$ cat src/rtl/tb_status_periph.sv
// Purpose: simulation status peripheral on the core data bus; stdout FIFO, cycle counter, terminal flags.
// Latency: bus response (rvalid/rdata) 1 cycle after grant; terminal flag 2 cycles after the status write (empty FIFO).
// Backpressure: a STDOUT write to a full FIFO is not granted; the printer side drains over stdout_valid/ready.
//
// Ports: clk_i/rst_i (sync, active-high); data_* = core data bus (req/gnt, addr/we/be/wdata, rvalid/rdata);
//        stdout_* = character stream to the printer; tests_passed_o/tests_failed_o/exit_valid_o/exit_value_o
//        = sticky terminal status for the simulation top.

// Generic FIFO: pointers wrap modulo DEPTH, count is one bit wider than the pointers.
// Head data reads as 0 while the FIFO is empty so the outputs are clean straight after reset.
module status_fifo #(
  parameter int DEPTH = 16,
  parameter int WIDTH = 8
) (
  input  logic             clk_i,
  input  logic             rst_i,
  input  logic             in_vld,
  input  logic [WIDTH-1:0] in_dat,
  output logic             in_rdy,
  output logic             out_vld,
  output logic [WIDTH-1:0] out_dat,
  input  logic             out_rdy
);
  localparam int AW = $clog2(DEPTH);
  localparam logic [AW:0]   FULL_CNT = (AW+1)'(DEPTH);
  localparam logic [AW:0]   CNT_ONE  = (AW+1)'(1);
  localparam logic [AW-1:0] PTR_ONE  = AW'(1);

  logic [WIDTH-1:0] mem_q [DEPTH];
  logic [AW-1:0]    wr_ptr_q, rd_ptr_q;
  logic [AW:0]      cnt_q;
  logic             do_push, do_pop;

  assign in_rdy  = (cnt_q != FULL_CNT);
  assign out_vld = (cnt_q != '0);
  assign out_dat = out_vld ? mem_q[rd_ptr_q] : '0;
  assign do_push = in_vld && in_rdy;
  assign do_pop  = out_vld && out_rdy;

  always_ff @(posedge clk_i) begin
    if (rst_i) begin
      wr_ptr_q <= '0;
      rd_ptr_q <= '0;
      cnt_q    <= '0;
    end else begin
      if (do_push) wr_ptr_q <= wr_ptr_q + PTR_ONE;
      if (do_pop)  rd_ptr_q <= rd_ptr_q + PTR_ONE;
      case ({do_push, do_pop})
        2'b10:   cnt_q <= cnt_q + CNT_ONE;
        2'b01:   cnt_q <= cnt_q - CNT_ONE;
        default: cnt_q <= cnt_q;
      endcase
    end
  end

  // Storage carries no reset; only the pointers/count define what is valid.
  always_ff @(posedge clk_i) begin
    if (do_push) mem_q[wr_ptr_q] <= in_dat;
  end
endmodule


$ cat config.mk
export PLATFORM = sky130hd
export DESIGN_NAME = status_fifo
export DESIGN_NICKNAME = d
export VERILOG_FILES = /design/src/rtl/tb_status_periph.sv
export SDC_FILE = /design/constraint.sdc
export NUM_CORES = 1
export LEC_CHECK = 0
export BUFFER_PORTS_ARGS = -buffer_cell sky130_fd_sc_hd__buf_2
export CAP_MARGIN = 30
export CORE_UTILIZATION = 55
export CTS_CLUSTER_DIAMETER = 30
export DETAILED_ROUTE_END_ITERATION = 16
export GPL_TIMING_DRIVEN = 0
export PLACE_DENSITY = 0.69
export SYNTH_ARGS = -nofsm -noshare
export SYNTH_HDL_FRONTEND = slang
export SYNTH_SLANG_ARGS = --single-unit
$ cat constraint.sdc
create_clock -name clk_i -period 6.58 [get_ports clk_i]
set_clock_uncertainty 0.1 [all_clocks]
set_input_delay 1.645 -clock clk_i [delete_from_list [all_inputs] [get_ports clk_i]]
set_output_delay 1.645 -clock clk_i [all_outputs]
set_load 0.02 [all_outputs]
Word level (Yosys, flattened, before mapping)
Memories as Yosys holds them, arrays and structs flattened. A register that Yosys moved wholly into a read port is not among the register bits.
Index checks and enable logic that the tools add are counted.
{ "op_classes": {"n_addsub": 4, "n_eq_ne": 3, "n_mux": 6, "n_reduce_logical": 4} }
{ "ops": {"columns": ["op", "count"], "rows": [
  ["case mux 5 bit (2 select lines)", 1],
  ["adder 4 x 1 -> 4 bit, second input constant", 2],
  ["2-to-1 mux 4 bit", 2],
  ["2-to-1 mux 8 bit", 1],
  ["adder 5 x 1 -> 5 bit, second input constant", 1],
  ["!= test 5 bit, second input constant", 1],
  ["nonzero test 5 bit", 1],
  ["subtractor 5 x 1 -> 5 bit, second input constant", 1],
  ["equality test 2 x 1 -> 1 bit, second input constant", 1],
  ["equality test 2 bit, second input constant", 1],
  ["logical AND 1 bit", 2],
  ["2-to-1 mux 1 bit", 2],
  ["nonzero test 2 bit", 1]
]} }
{ "totals": {"regBits": 13, "ramBits": 128, "inputBits": 12, "output_inout_bits": 10, "memories": 1} }
{ "mem_list": {"columns": ["name", "words", "word_bits", "rd", "rd_clocked_by_memory_dff", "write_ports", "line_no", "rtl"], "rows": [
  ["mem_q", 16, 8, 1, 1, 1, "29", "logic [WIDTH-1:0] mem_q [DEPTH];"]
]} }

Depth between registers and ports, before layout
{ "depth": {"word_depth": 4, "depth_mapped": 13, "ltp_nobuf": 10} }

Worst setup path before layout
OpenSTA, ideal clock, no wires.
{ "synth_timing": {"path_kind": "input-to-reg", "from": "input in_vld", "to": "register cnt_q[4]", "arrival_ns": 3.421, "path_slack_ns": 2.930, "cell_stages": 9, "path_buffers": 1, "path_cell_list": "a21boi_1 > inv_1 > ha_1 > clkbuf_1 > xor2_1 > ha_1 > o31ai_1 > o22ai_1 > nand4bb_1"} }
{ "synth_via": {"elab_chain_len": 3, "word_cells_on_any_way": 5, "cone_classes": "2 x eq/ne; 1 x mux; 2 x reduce/logical"} }
{ "synth_rtl": {"columns": ["item", "line_no", "rtl"], "rows": [
  ["start, declared", "17", "input logic in_vld,"],
  ["logical AND 1 bit (*)", "37", "assign do_push = in_vld && in_rdy;"],
  ["equality test 2 x 1 -> 1 bit or equality test 2 bit (tied branches)", "48", "case ({do_push, do_pop})"],
  ["case mux 5 bit (2 select lines) or nonzero test 2 bit (tied branches)", null, null],
  ["end signal, assigned", "49", "2'b10: cnt_q <= cnt_q + CNT_ONE;"],
  ["end signal, assigned", "50", "2'b01: cnt_q <= cnt_q - CNT_ONE;"],
  ["end signal, assigned", "51", "default: cnt_q <= cnt_q;"],
  ["end, declared", "31", "logic [AW:0] cnt_q;"]
]} }
Mark *: on every way between the ends. The rest lies on a longest branch, timed or not.
A chain may end at the register's enable or synchronous reset.

==> flow_metrics.env <==
export IMPL_synth_most_common_cell="sky130_fd_sc_hd__edfxtp_1"
export IMPL_period_share_pct=66.0
export IMPL_cts_resized_gates=0
export IMPL_placed_area_um2=6300
export IMPL_power_total_mw=2.57
export IMPL_cap_violations=0
export IMPL_total_switching_power_mw=0.734
export IMPL_switching_share_pct=28.6
export IMPL_detail_route_antenna_nets=0
export IMPL_synth_warning_count=0
export IMPL_timing_rr_start="cnt_q[2]"
export IMPL_antenna_found_initial=0
export IMPL_route_detailed_wl_per_inst_um=22.2
export IMPL_avgSynthCellArea_um2=17.7
export IMPL_seq_area_frac_synth_pct=69.7
export IMPL_fmax_mhz=230
export IMPL_place_congestion=0.778
export IMPL_fp_dieArea_um2=11300
export IMPL_critical_path_max_fanout=10
export IMPL_vias_per_cell=5.85
export IMPL_busiest_layer="met2"
export IMPL_setup_violations=0
export IMPL_post_synth_top_area_fraction_pct=64.0
export IMPL_cellInternalPower_mw=1.84
export IMPL_grtUsageMet3_pct=6.38
export IMPL_yosys_area_top_type="sky130_fd_sc_hd__edfxtp_1"
export IMPL_finalSetupTns_ns=0
export IMPL_hp_class="reg -> reg"
export IMPL_synth_edff_count=128
export IMPL_share_clk_of_total_power_pct=34.3
export IMPL_slew_headroom_pct=35.4
export IMPL_ys_top_cells_by_area="sky130_fd_sc_hd__edfxtp_1 64%, sky130_fd_sc_hd__mux4_2 12%, sky130_fd_sc_hd__dfxtp_1 5.7%"
export IMPL_status="finished, final reports clean"
export IMPL_most_common_library_cells_after_synthesis="128 x sky130_fd_sc_hd__edfxtp_1, 32 x sky130_fd_sc_hd__mux4_2, 25 x sky130_fd_sc_hd__nor2_1, 17 x sky130_fd_sc_hd__a211oi_1, 17 x sky130_fd_sc_hd__dfxtp_1"
export IMPL_dp_hpwl_mm=7.43
export IMPL_rsz0062_at_grt="no"
export IMPL_detail_route_iter0_violations=163
export IMPL_first_global_vias=3230
export IMPL_insertion_delay_ns=0.53
export IMPL_min_from="rd_ptr_q[2]"
export IMPL_met1_usage_pct=30.0
export IMPL_dp_cells=497
export IMPL_post_place_worst_slack_ns=2.35
export IMPL_synth_cell_types=49
export IMPL_count_of_endpoints_failing_hold_in_the_final_timing_report=0
export IMPL_placement_io_buffers=20
export IMPL_synthToLayoutAreaGrowth_pct=14.0
export IMPL_initial_core_util_pct=57.4
export IMPL_cts_sinks=145
export IMPL_p_leak_nw=2.32
export IMPL_setup_slack_ns=2.24
export IMPL_hold_slack_ns=0.455
export IMPL_clock_tree_from_tritoncts="yes"
export IMPL_global_route_overflow_total=0
export IMPL_remaining_drc_errors=0
export IMPL_final_cell_count_no_fill=530
export IMPL_post_cts_repair_setup_buffers=0
export IMPL_mappedNetlistArea_um2=6010
export IMPL_core_area_um2=10500
export IMPL_predominant_post_synthesis_flop_cell="sky130_fd_sc_hd__edfxtp_1"
export IMPL_required_ns=4.84
export IMPL_grt_start_max_net_pins=17
export IMPL_postCtsHoldBufs=0
export IMPL_cts_made_buffers=17
export IMPL_io_pins=22
export IMPL_worstPathArrival_ns=2.60
export IMPL_clock_tree_root_cell="sky130_fd_sc_hd__clkbuf_8"
export IMPL_worst_pin_slew_ns=0.964
export IMPL_count_of_mapped_cells_out_of_synthesis=339
export IMPL_mappedNetlistNets=359
export IMPL_comb_power_share_pct=24.0
export IMPL_routed_via_count=3103
export IMPL_antenna_diode_count=0
export IMPL_synthArstFlopShare_pct=0
export IMPL_path_class="reg -> out"
export IMPL_slew_viol_final=0
export IMPL_die_height_um=106
export IMPL_die_width_um=106
export IMPL_ys_seq_elements=145
export IMPL_worstSetupStartpointType="register"
export IMPL_wirelength_mm=11.8
export IMPL_first_pass_iters=4
export IMPL_clkTransAtPathRegs_ns=0.06
export IMPL_row_count=37
export IMPL_clk_path_buf_depth=2
export IMPL_global_route_usage_met2_pct=38.0
export IMPL_final_core_utilization_pct=65.5
export IMPL_share_seq_of_total_power_pct=41.7
export IMPL_post_route_cells_drive_above_1_share_pct=26.6
export IMPL_irDropWorstVdd_v=0.000290
export IMPL_grt_pass1_wl_mm=18.1
export IMPL_design_final_nets=401
export IMPL_power_density_over_cell_area_nw_per_um2=375
export IMPL_groute_usage_overall_pct=23.0
export IMPL_layout_min_cycle_time_ns=4.34
export IMPL_final_cell_area_um2=6850
export IMPL_endpoint_kind="output pin"
export IMPL_htree_num_levels=4
-- layout by cell type, fill, tap and decap left out, types with 5 or more instances in the layout --
cell | netlist | final
sky130_fd_sc_hd__ha_1 | 8 | 8
sky130_fd_sc_hd__inv_1 | 6 | 6
sky130_fd_sc_hd__dfxtp_1 | 17 | 17
sky130_fd_sc_hd__nand2_1 | 9 | 9
sky130_fd_sc_hd__nor2_1 | 25 | 25
sky130_fd_sc_hd__clkbuf_16 | 0 | 16
sky130_fd_sc_hd__nor2b_1 | 10 | 10
sky130_fd_sc_hd__edfxtp_1 | 128 | 128
sky130_fd_sc_hd__xor2_1 | 6 | 6
sky130_fd_sc_hd__clkinv_2 | 0 | 6
sky130_fd_sc_hd__nor3_1 | 7 | 5
sky130_fd_sc_hd__clkbuf_1 | 8 | 9
sky130_fd_sc_hd__buf_2 | 8 | 29
sky130_fd_sc_hd__a211oi_1 | 17 | 17
sky130_fd_sc_hd__mux4_2 | 32 | 32
sky130_fd_sc_hd__mux2i_1 | 11 | 11
sky130_fd_sc_hd__clkinv_1 | 1 | 5
-- worst max-delay path: stages, from the launching register on --
cell                       delay, ns
sky130_fd_sc_hd__dfxtp_1        0.31
sky130_fd_sc_hd__clkbuf_1       0.32
sky130_fd_sc_hd__buf_2          0.37
sky130_fd_sc_hd__mux4_2         0.35
sky130_fd_sc_hd__nor2b_1        0.15
sky130_fd_sc_hd__a211oi_1       0.28
sky130_fd_sc_hd__a211oi_1       0.09
sky130_fd_sc_hd__buf_2          0.19
-- flip-flops by register name, indices dropped and copies added, names as in the netlist, named ones only --
register and flops:
rd_ptr_q 4, cnt_q 5, mem_q 128, wr_ptr_q 4
-- cells by family (layout without fill, tap and decap cells) --
| family | Yosys count | after routing | synth area share [%] |
|---|---|---|---|
| flops | 145 | 145 | 69.7 |
| fa+ha+maj | 8 | 8 | 1.67 |
| xor+xnor | 7 | 7 | 1.02 |
| compound gates | 37 | 37 | 5.23 |
| mux | 43 | 43 | 13.8 |
| simple gates | 69 | 69 | 5.98 |
| buf+inv | 30 | 85 | 2.60 |
-- path summary, 6_finish.rpt --
check	endpoint	slack (ns)	depth (start not counted)
min reg2reg	rd_ptr_q[2]	0.46	2
min	rd_ptr_q[2]	0.46	2
max	out_dat[3]	2.24	7
max reg2reg	cnt_q[4]	3.36	12
-- routing by layer --
| layer | vias up | wire (um) | part of all wire, % |
|---|---|---|---|
| li1 | 1440 | - | - |
| met1 | 1557 | 4810 | 41 |
| met2 | 95 | 6120 | 52 |
| met3 | 11 | 707 | 6.0 |
| met4 | 0 | 125 | 1.1 |
| met5 | - | 0 | 0 |
-- power by group through the flow --
| stage | Clock [mW] | Combinational, mW | Sequential, mW |
|---|---|---|---|
| CTS | 0.890 | 0.628 | 1.07 |
| finish | 0.881 | 0.617 | 1.07 |
| detailed placement | 0 | 0.624 | 1.09 |
| floorplan | 0 | 0.458 | 1.08 |
| global placement | 0 | 0.608 | 1.09 |
| global route | 0.924 | 0.674 | 1.07 |
-- cell type report --
type                       count  area (um2)
buffer                        23         130
clock inverter                14         121
timing repair buffer          23         124
sequential                   145        4180
fill                         756        3610
inverter                       7        26.3
tap                          136         170
multi-input combinational    164        1680
clock buffer                  18         418
No activity file was read; power rests on OpenSTA's default activity.
